<file path="src/rtl/piece_move_if.sv">
// Handshake bundle between the piece-move controller and the keyboard /
// position datapath. The controller drives the command side.
interface piece_move_if;
  logic [7:0] keycode;
  logic       cmd_ready;
  logic       cmd_blocked;
  logic       spawn_ok;
  logic       cmd_valid;
  logic [2:0] cmd;
  logic       spawn_req;
  logic       lock_req;
  logic       game_over;
  logic [2:0] ctrl_state;

  modport master (
    input  keycode, cmd_ready, cmd_blocked, spawn_ok,
    output cmd_valid, cmd, spawn_req, lock_req, game_over, ctrl_state
  );

  modport slave (
    output keycode, cmd_ready, cmd_blocked, spawn_ok,
    input  cmd_valid, cmd, spawn_req, lock_req, game_over, ctrl_state
  );
endinterface

</file>
<file path="src/rtl/piece_move_ctrl.sv">
// Per-frame falling-piece controller: key debounce with DAS/ARR, gravity,
// lock delay and spawn/lock sequencing, one command per valid/ready transfer.
//
// state | meaning
// IDLE  | post-reset, heads to SPAWN on the next frame
// SPAWN | spawn_req high, waiting on spawn_ok
// FALL  | piece falling; gravity and keys active
// LOCK  | piece grounded; lock timer running, keys still active
// OVER  | failed spawn; held until Reset
module piece_move_ctrl #(
  parameter int GRAVITY_FRAMES   = 30,
  parameter int SOFT_DROP_FRAMES = 2,
  parameter int DAS_FRAMES       = 10,
  parameter int ARR_FRAMES       = 3,
  parameter int LOCK_FRAMES      = 15
) (
  input  logic        frame_clk,
  input  logic        Reset,
  piece_move_if.master bus
);

  typedef enum logic [2:0] {
    ST_IDLE  = 3'd0,
    ST_SPAWN = 3'd1,
    ST_FALL  = 3'd2,
    ST_LOCK  = 3'd3,
    ST_OVER  = 3'd4
  } state_t;

  localparam logic [2:0] CMD_NONE  = 3'd0;
  localparam logic [2:0] CMD_LEFT  = 3'd1;
  localparam logic [2:0] CMD_RIGHT = 3'd2;
  localparam logic [2:0] CMD_ROT   = 3'd3;
  localparam logic [2:0] CMD_DOWN  = 3'd4;

  localparam logic [7:0] KEY_LEFT  = 8'h04;
  localparam logic [7:0] KEY_RIGHT = 8'h07;
  localparam logic [7:0] KEY_ROT   = 8'h1A;
  localparam logic [7:0] KEY_SOFT  = 8'h16;

  localparam logic [7:0] GRAV_C = 8'(GRAVITY_FRAMES);
  localparam logic [7:0] SOFT_C = 8'(SOFT_DROP_FRAMES);
  localparam logic [7:0] DAS_C  = 8'(DAS_FRAMES);
  localparam logic [7:0] ARR_C  = 8'(ARR_FRAMES);
  localparam logic [7:0] LOCK_C = 8'(LOCK_FRAMES);

  state_t     state_q, state_d;
  logic [7:0] key_prev_q, key_prev_d;
  logic [7:0] das_q, das_d;
  logic [7:0] arr_q, arr_d;
  logic [7:0] grav_q, grav_d;
  logic [7:0] lock_q, lock_d;
  logic       pend_left_q, pend_left_d;
  logic       pend_right_q, pend_right_d;
  logic       pend_rot_q, pend_rot_d;
  logic       pend_down_q, pend_down_d;
  logic       cmd_valid_q, cmd_valid_d;
  logic [2:0] cmd_q, cmd_d;
  logic       spawn_req_q, spawn_req_d;
  logic       lock_req_q, lock_req_d;
  logic       game_over_q, game_over_d;

  logic       is_left, is_right, is_rot, is_soft, is_move, press, held_shift;
  logic       rep_fire;
  logic [7:0] period;

  assign is_left    = (bus.keycode == KEY_LEFT);
  assign is_right   = (bus.keycode == KEY_RIGHT);
  assign is_rot     = (bus.keycode == KEY_ROT);
  assign is_soft    = (bus.keycode == KEY_SOFT);
  assign is_move    = is_left | is_right | is_rot | is_soft;
  assign press      = is_move && (bus.keycode != key_prev_q);
  assign held_shift = (is_left | is_right) && (bus.keycode == key_prev_q);
  assign period     = is_soft ? SOFT_C : GRAV_C;

  always_comb begin
    state_d      = state_q;
    key_prev_d   = bus.keycode;
    das_d        = das_q;
    arr_d        = arr_q;
    grav_d       = grav_q;
    lock_d       = lock_q;
    pend_left_d  = pend_left_q;
    pend_right_d = pend_right_q;
    pend_rot_d   = pend_rot_q;
    pend_down_d  = pend_down_q;
    cmd_valid_d  = cmd_valid_q;
    cmd_d        = cmd_q;
    lock_req_d   = 1'b0;
    rep_fire     = 1'b0;

    case (state_q)
      ST_IDLE:  state_d = ST_SPAWN;
      ST_SPAWN: begin
        if (bus.spawn_ok) begin
          state_d = ST_FALL;
          grav_d  = 8'd0;
        end else begin
          state_d = ST_OVER;
        end
      end
      ST_FALL, ST_LOCK: begin
        // Issue from registered flags; fresh key/gravity events below win over the clear.
        if (!cmd_valid_q) begin
          if (pend_rot_q) begin
            cmd_d = CMD_ROT;   cmd_valid_d = 1'b1; pend_rot_d = 1'b0;
          end else if (pend_left_q) begin
            cmd_d = CMD_LEFT;  cmd_valid_d = 1'b1; pend_left_d = 1'b0;
          end else if (pend_right_q) begin
            cmd_d = CMD_RIGHT; cmd_valid_d = 1'b1; pend_right_d = 1'b0;
          end else if (pend_down_q) begin
            cmd_d = CMD_DOWN;  cmd_valid_d = 1'b1; pend_down_d = 1'b0;
          end
        end

        if (press && (is_left | is_right | is_rot)) begin
          pend_left_d  = pend_left_d  | is_left;
          pend_right_d = pend_right_d | is_right;
          pend_rot_d   = pend_rot_d   | is_rot;
          das_d        = 8'd0;
        end else if (held_shift) begin
          if (das_q < DAS_C) begin
            das_d = das_q + 8'd1;
            if (das_q + 8'd1 == DAS_C) begin
              rep_fire = 1'b1;
              arr_d    = 8'd0;
            end
          end else if (arr_q + 8'd1 >= ARR_C) begin
            rep_fire = 1'b1;
            arr_d    = 8'd0;
          end else begin
            arr_d = arr_q + 8'd1;
          end
        end
        if (rep_fire) begin
          pend_left_d  = pend_left_d  | is_left;
          pend_right_d = pend_right_d | is_right;
        end

        // >= lets a shortened period fire at once when the count is already past it.
        if (state_q == ST_FALL) begin
          if (grav_q >= period - 8'd1) begin
            pend_down_d = 1'b1;
            grav_d      = 8'd0;
          end else begin
            grav_d = grav_q + 8'd1;
          end
        end

        if (cmd_valid_q && bus.cmd_ready) begin
          cmd_valid_d = 1'b0;
          cmd_d       = CMD_NONE;
          if (cmd_q == CMD_DOWN) begin
            if (bus.cmd_blocked) begin
              state_d     = ST_LOCK;
              lock_d      = 8'd0;
              pend_down_d = 1'b0;
            end else if (state_q == ST_LOCK) begin
              state_d = ST_FALL;
              grav_d  = 8'd0;
            end
          end else if (!bus.cmd_blocked && state_q == ST_LOCK) begin
            state_d     = ST_FALL;
            grav_d      = 8'd0;
            pend_down_d = 1'b1;
          end
        end

        if (state_q == ST_LOCK && !cmd_valid_q) begin
          if (lock_q >= LOCK_C - 8'd1) begin
            lock_req_d   = 1'b1;
            state_d      = ST_SPAWN;
            pend_left_d  = 1'b0;
            pend_right_d = 1'b0;
            pend_rot_d   = 1'b0;
            pend_down_d  = 1'b0;
            cmd_valid_d  = 1'b0;
            cmd_d        = CMD_NONE;
          end else begin
            lock_d = lock_q + 8'd1;
          end
        end
      end
      ST_OVER: state_d = ST_OVER;
      default: state_d = ST_IDLE;
    endcase

    spawn_req_d = (state_d == ST_SPAWN);
    game_over_d = game_over_q | (state_d == ST_OVER);
  end

  always_ff @(posedge frame_clk or posedge Reset) begin
    if (Reset) begin
      state_q      <= ST_IDLE;
      key_prev_q   <= 8'd0;
      das_q        <= 8'd0;
      arr_q        <= 8'd0;
      grav_q       <= 8'd0;
      lock_q       <= 8'd0;
      pend_left_q  <= 1'b0;
      pend_right_q <= 1'b0;
      pend_rot_q   <= 1'b0;
      pend_down_q  <= 1'b0;
      cmd_valid_q  <= 1'b0;
      cmd_q        <= CMD_NONE;
      spawn_req_q  <= 1'b0;
      lock_req_q   <= 1'b0;
      game_over_q  <= 1'b0;
    end else begin
      state_q      <= state_d;
      key_prev_q   <= key_prev_d;
      das_q        <= das_d;
      arr_q        <= arr_d;
      grav_q       <= grav_d;
      lock_q       <= lock_d;
      pend_left_q  <= pend_left_d;
      pend_right_q <= pend_right_d;
      pend_rot_q   <= pend_rot_d;
      pend_down_q  <= pend_down_d;
      cmd_valid_q  <= cmd_valid_d;
      cmd_q        <= cmd_d;
      spawn_req_q  <= spawn_req_d;
      lock_req_q   <= lock_req_d;
      game_over_q  <= game_over_d;
    end
  end

  assign bus.cmd_valid  = cmd_valid_q;
  assign bus.cmd        = cmd_q;
  assign bus.spawn_req  = spawn_req_q;
  assign bus.lock_req   = lock_req_q;
  assign bus.game_over  = game_over_q;
  assign bus.ctrl_state = state_q;

endmodule

</file>
<file path="src/flat_wrapper.sv">
// flat-port wrapper written by rule: the top's interface ports become plain ports
module piece_move_ctrl_flat 
#(
  parameter int GRAVITY_FRAMES   = 30,
  parameter int SOFT_DROP_FRAMES = 2,
  parameter int DAS_FRAMES       = 10,
  parameter int ARR_FRAMES       = 3,
  parameter int LOCK_FRAMES      = 15
)
  (frame_clk, Reset, bus_keycode, bus_cmd_ready, bus_cmd_blocked, bus_spawn_ok, bus_cmd_valid, bus_cmd, bus_spawn_req, bus_lock_req, bus_game_over, bus_ctrl_state);
  piece_move_if bus_i ();
  input  logic frame_clk;
  input  logic Reset;
  input wire logic [$bits(bus_i.keycode)-1:0] bus_keycode;
  input wire logic [$bits(bus_i.cmd_ready)-1:0] bus_cmd_ready;
  input wire logic [$bits(bus_i.cmd_blocked)-1:0] bus_cmd_blocked;
  input wire logic [$bits(bus_i.spawn_ok)-1:0] bus_spawn_ok;
  output wire logic [$bits(bus_i.cmd_valid)-1:0] bus_cmd_valid;
  output wire logic [$bits(bus_i.cmd)-1:0] bus_cmd;
  output wire logic [$bits(bus_i.spawn_req)-1:0] bus_spawn_req;
  output wire logic [$bits(bus_i.lock_req)-1:0] bus_lock_req;
  output wire logic [$bits(bus_i.game_over)-1:0] bus_game_over;
  output wire logic [$bits(bus_i.ctrl_state)-1:0] bus_ctrl_state;
  assign bus_i.keycode = bus_keycode;
  assign bus_i.cmd_ready = bus_cmd_ready;
  assign bus_i.cmd_blocked = bus_cmd_blocked;
  assign bus_i.spawn_ok = bus_spawn_ok;
  assign bus_cmd_valid = bus_i.cmd_valid;
  assign bus_cmd = bus_i.cmd;
  assign bus_spawn_req = bus_i.spawn_req;
  assign bus_lock_req = bus_i.lock_req;
  assign bus_game_over = bus_i.game_over;
  assign bus_ctrl_state = bus_i.ctrl_state;
  piece_move_ctrl #(.GRAVITY_FRAMES(GRAVITY_FRAMES), .SOFT_DROP_FRAMES(SOFT_DROP_FRAMES), .DAS_FRAMES(DAS_FRAMES), .ARR_FRAMES(ARR_FRAMES), .LOCK_FRAMES(LOCK_FRAMES)) u_core (.frame_clk(frame_clk), .Reset(Reset), .bus(bus_i));
endmodule
</file>
<file path="config.mk">
export PLATFORM = sky130hd
export DESIGN_NAME = piece_move_ctrl_flat
export DESIGN_NICKNAME = d
export VERILOG_FILES = /design/src/rtl/piece_move_if.sv /design/src/rtl/piece_move_ctrl.sv /design/src/flat_wrapper.sv
export SDC_FILE = /design/constraint.sdc
export NUM_CORES = 1
export LEC_CHECK = 0
export ABC_AREA = 1
export BUFFER_PORTS_ARGS = -buffer_cell sky130_fd_sc_hd__buf_2
export CORE_MARGIN = 5
export CORE_UTILIZATION = 30
export CTS_BUF_LIST = sky130_fd_sc_hd__clkbuf_8 sky130_fd_sc_hd__clkbuf_16
export CTS_CLUSTER_SIZE = 16
export DETAILED_ROUTE_END_ITERATION = 12
export HOLD_SLACK_MARGIN = 0.03
export SLEW_MARGIN = 20
export SYNTH_ARGS = -nofsm -noshare
export SYNTH_HDL_FRONTEND = slang
export SYNTH_SLANG_ARGS = --single-unit
export TNS_END_PERCENT = 30
</file>
<file path="constraint.sdc">
create_clock -name frame_clk -period 2.73 [get_ports frame_clk]
set_input_delay 0.4095 -clock frame_clk [delete_from_list [all_inputs] [get_ports frame_clk]]
set_output_delay 0.4095 -clock frame_clk [all_outputs]
set_load 0.02 [all_outputs]
</file>
Word level (Yosys, flattened, before mapping):

Index checks and enable logic that the tools add are counted.

* input bits: 13
* flip-flop bits (word level): 54
* output and inout port bits: 10
* word-level logic and storage cells: 155

* bitwise logic cells: 10
* eq/ne operators: 16
* order comparisons: 4
* reduce and logical (&&, ||, !) cells: 16
* muxes and demuxes: 89
* add/sub/neg operators: 5

Operator list (count)
* 2-to-1 mux 8 bit: 19
* 2-to-1 mux 1 bit: 51
* 2-to-1 mux 3 bit: 16
* adder 8 x 1 -> 8 bit (second input constant): 4
* == test 8 x 3 -> 1 bit (second input constant): 2
* == test 8 x 5 -> 1 bit (second input constant): 2
* case mux 8 bit (2 select lines): 1
* case mux 3 bit (4 select lines): 1
* == test 3 bit (second input constant): 3
* OR 1 bit: 9
* == test 8 x 4 -> 1 bit (second input constant): 1
* == test 8 bit: 1
* >= comparator 8 x 2 -> 1 bit (second input constant): 1
* >= comparator 8 x 4 -> 1 bit (second input constant): 1
* >= comparator 8 bit: 1
* less-than comparator 8 x 4 -> 1 bit (second input constant): 1
* != test 8 bit: 1
* subtractor 8 x 1 -> 8 bit (second input constant): 1
* == test 3 x 1 -> 1 bit (second input constant): 2
* == test 3 x 2 -> 1 bit (second input constant): 2
* logical AND 1 bit: 6
* nonzero test 2 bit: 3
* 2-to-1 mux 5 bit: 1
* != test 2 bit (second input constant): 2
* 7 further kinds: 8

Longest topological paths before layout:

* word-level depth: 12
* gate-level depth with buffers: 14
* depth with buffers taken out: 14

Least setup slack after synthesis:

No wires, ideal clock.

* path type: in2reg
* from: in bus_keycode[7]
* to: reg u_core.grav_q[0]
* library setup time: 83 ps
* cell stages on the path: 13
* slack: 865 ps
* path buffers: 0
* data arrival time: 1782 ps
* required time: 2647 ps
* cell sequence: nor2_2 > nand2_1 > nor2_1 > nand2_1 > nor2_1 > ha_1 > o21ai_0 > nand2_1 > a21oi_1 > o21ai_0 > nand2_1 > nand3_1 > o21ai_0

* longest elaborated chain between the ends: 11
* elaborated cells between the ends (all ways): 12
* classes of those cells: add/sub (1); order compare (1); eq/ne (1); mux (9)

RTL lines
* start: declaration: line flat_wrapper.sv:14 `input wire logic [$bits(bus_i.keycode)-1:0] bus_keycode;`
* == test 8 x 5 -> 1 bit *: line piece_move_ctrl.sv:70 `assign is_soft = (bus.keycode == KEY_SOFT);`
* 2-to-1 mux 5 bit *: line piece_move_ctrl.sv:74 `assign period = is_soft ? SOFT_C : GRAV_C;`
* subtractor 8 x 1 -> 8 bit *: line piece_move_ctrl.sv:142 `if (grav_q >= period - 8'd1) begin`
* >= comparator 8 bit *: line piece_move_ctrl.sv:142
* 2-to-1 mux 8 bit *: line piece_move_ctrl.sv:142
* 2-to-1 mux 8 bit *: line piece_move_ctrl.sv:141 `if (state_q == ST_FALL) begin`
* 2-to-1 mux 8 bit: line piece_move_ctrl.sv:158 `end else if (state_q == ST_LOCK) begin`
* 2-to-1 mux 8 bit: line piece_move_ctrl.sv:154 `if (bus.cmd_blocked) begin`
* 2-to-1 mux 8 bit: line piece_move_ctrl.sv:153 `if (cmd_q == CMD_DOWN) begin`
* 2-to-1 mux 8 bit *: line piece_move_ctrl.sv:150 `if (cmd_valid_q && bus.cmd_ready) begin`
* case mux 8 bit (2 select lines) *: line piece_move_ctrl.sv:92 `case (state_q)`
* end signal: assignment: line piece_move_ctrl.sv:214 `grav_q <= grav_d;`
* end: declaration: line piece_move_ctrl.sv:51 `logic [7:0] grav_q, grav_d;`

Mark *: on every way between the ends. The rest lies on a longest branch, timed or not.
A chain may end at the register's enable or synchronous reset.

Worst setup path in the final report:

Ends and elaborated chain as after synthesis.

==> results.py <==
metrics = {
    "global_route": {
        "grt_max_degree": 36,
        "gr-total-overflow": 0,
        "antenna_found_initial": 0,
        "grt_pass1_wl_mm": 10.5,
        "grt_pass1_vias": 2342,
        "grt_usage": 0.108,
    },
    "clock_network": {
        "clock-sinks": 54,
        "cts_buffers": 5,
        "cts_tree": "built",
        "cts.clk_slew.worst_paths_ns": 0.10,
        "ctsHoldBuffers": 0,
        "cts_resized": 0,
        "clkLatencyLatePin_ns": 0.31,
        "root_buffer": "clkbuf_8",
        "cts_buffer_depth": 2,
        "cts_setup_buffers": 0,
        "htree_levels": 2,
    },
    "setup_path": {
        "critPathBufInv": 1,
        "cpMaxStageDelayCell": "ha_1",
        "crit_arrival_ns": 2.22,
        "worst_path_dominant_cell_family": "simple AND/OR/NAND/NOR gates",
        "crit_top_cell": "nand2_1",
        "end_kind": "register",
        "path_max_fanout": 5,
        "reg2reg_depth": 6,
        "crit_type": "input pin to register",
        "startpoint_type": "input pin",
        "crit_required_ns": 2.96,
        "path_depth": 14,
        "path_cells": "buf_2, nor2_2, nand2_1, nor2_1, nand2_1, nor2_1, ha_1, o21ai_0, nand2_1, a21oi_1, o21ai_0, nand2_1, nand3_1, o21ai_0",
        "slowest_delay_ns": 0.27,
    },
    "cells_and_area": {
        "layout-drive-gt1-share": 0.120,
        "n_antenna_cell": 0,
        "layout_common_cells": "nand2_1 (91), inv_1 (59), dfrtp_1 (54)",
        "syn_to_final_growth_pct": 13.0,
        "nFillCells": 1024,
        "layout.nets": 432,
        "final_common_cell": "nand2_1",
        "utilization": 0.345,
        "finalInstanceArea_um2": 3340,
    },
    "timing": {
        "skew_ns": 0.00902,
        "max_slew_margin": 0.654,
        "finalSetupViolCount": 0,
        "tns_ns": 0,
        "drv_slew": 0,
        "worst_slew_pin_slew_ns": 0.519,
        "period_needed_ns": 2.00,
        "fin_ws_ns": 0.734,
        "final.period_utilization": 0.731,
        "hold_violations": 0,
        "clock.fmax_mhz": 501,
        "rsz0062_at_grt": "no",
    },
    "logic_synthesis": {
        "synth_cell_types": 32,
        "seq_area_frac_synth": 0.458,
        "synth_area_leaders": "dfrtp_1 (46%), nand2_1 (12%), inv_1 (7.6%)",
        "synth_nets": 404,
        "syn_area_per_cell_um2": 7.79,
        "syn_inst": 379,
        "synth_top_area_frac": 0.458,
        "yosysWarnings": 0,
        "synth.ff_latch_count": 54,
        "yosys.area.top_type": "dfrtp_1",
        "syn_area_um2": 2950,
    },
    "placement": {
        "postPlaceCellArea_um2": 3220,
        "place_congestion": 0.804,
        "portBuffers": 22,
        "pre_cts_ws_ns": 0.380,
        "dpl.hpwl_mm": 4.50,
    },
    "outcome": {
        "status": "completed",
    },
    "power_and_ir_drop": {
        "power_density_nw_per_um2": 716,
        "p_total_w": 0.00239,
        "leakage_nw": 1.71,
        "ir_drop_mv": 0.487,
    },
    "job": {
        "drv_cap": 0,
    },
    "die": {
        "die_height_um": 109,
        "coreArea_um2": 9680,
        "fp.dieW_um": 109,
        "io_pins": 23,
        "die_area_um2": 11900,
        "start_util": 0.305,
        "rows": 36,
    },
    "routing": {
        "dr.pass1.iters": 4,
        "viasPerCell": 4.49,
        "wl_mm": 5.93,
        "ant_nets": 0,
        "wl_per_cell_um": 11.0,
        "dr_total_vias": 2427,
        "drc": 0,
        "drtIter0Drc": 105,
    },
    "min_path": {
        "worst_hold_path_type": "input pin to asynchronous set/reset pin",
    },
}
-- logic make-up after synthesis --
kind of cell,Yosys count,share of synthesized area
fa+ha+maj,12,0.0508
compound gates,52,0.102
simple gates,185,0.269
buf+inv,64,0.0843
flops,54,0.458
xor+xnor,12,0.0356
-- Yosys cell counts --
cell type	n
nand2_1	91
inv_1	60
dfrtp_1	54
nor2_1	50
o21ai_0	24
nand3_1	22
a21oi_1	13
ha_1	12
xnor2_1	10
nand2_2	5
nor3_1	4
o22ai_1	4
nand4_1	3
nor2_2	3
o21ai_1	3
a221oi_1	2
nor4_1	2
o2111ai_1	2
xor2_1	2
a22oi_1	1
a41oi_1	1
buf_2	1
buf_6	1
clkbuf_1	1
inv_2	1
nand3_2	1
nand3_4	1
nor2_4	1
nor3_2	1
o21ai_2	1
o21ai_4	1
or2_2	1
-- final cells by class --
class                   instances  area [um2]  share of cell area
multi-input cells             261        1350               0.405
flip-flops and latches         54        1350               0.405
inverters                      61         229              0.0686
well taps                     133         166              0.0499
repair buffers                 24         125              0.0375
clock buffers                   5        68.8              0.0206
clock inverters                 3        43.8              0.0131
-- worst paths after layout --
path / from / endpoint / slack [ns]
hold / removal: Reset / u_core.bus.cmd[2] / 0.11
setup reg to reg: u_core.bus.ctrl_state[2] / u_core.lock_q[0] / 0.87
max in group asynchronous: Reset / u_core.pend_left_q / 2.21
hold reg to reg: u_core.lock_q[6] / u_core.lock_q[6] / 0.47
setup / recovery: bus_keycode[7] / u_core.grav_q[0] / 0.73
min in group frame_clk: bus_keycode[3] / u_core.key_prev_q[3] / 0.25
-- sequential cells by signal, indices dropped and copies added, names as in the netlist --
register               flops
u_core.bus.cmd             3
u_core.arr_q               8
u_core.pend_rot_q          1
u_core.grav_q              8
u_core.lock_q              8
u_core.bus.lock_req        1
u_core.das_q               8
u_core.bus.game_over       1
u_core.key_prev_q          8
u_core.pend_left_q         1
u_core.bus.ctrl_state      3
u_core.bus.spawn_req       1
u_core.pend_right_q        1
u_core.pend_down_q         1
u_core.bus.cmd_valid       1
-- power by group --
| part | total [W] | switching [W] | internal (W) |
|---|---|---|---|
| registers | 0.00105 | 0.000124 | 0.000923 |
| logic | 0.000796 | 0.000552 | 0.000244 |
| clock network | 0.000547 | 0.000271 | 0.000275 |
-- tightest hold or removal path: cells and delay by family --
family	cells	cell delay [ns]
buffers and inverters	3	0.40
-- routing by layer --
layer / vias to the layer above / track usage / wire length [um]
met5: - / 0 / 0
met4: 0 / 0.0187 / 26
met3: 4 / 0.0237 / 203
met2: 43 / 0.184 / 2840
met1: 1131 / 0.143 / 2860
li1: 1249 / - / -
-- metrics by stage --
| stage | std cells | hold slack, ns |
|---|---|---|
| 3_3_place_gp | 533 | 0.452 |
| 3_5_place_dp | 533 | 0.453 |
| 6_report | 541 | 0.113 |
| 4_1_cts | 541 | 0.130 |
| 5_1_grt | 541 | 0.127 |
| 2_1_floorplan | 379 | 0.437 |
No activity file was read; power rests on OpenSTA's default activity.
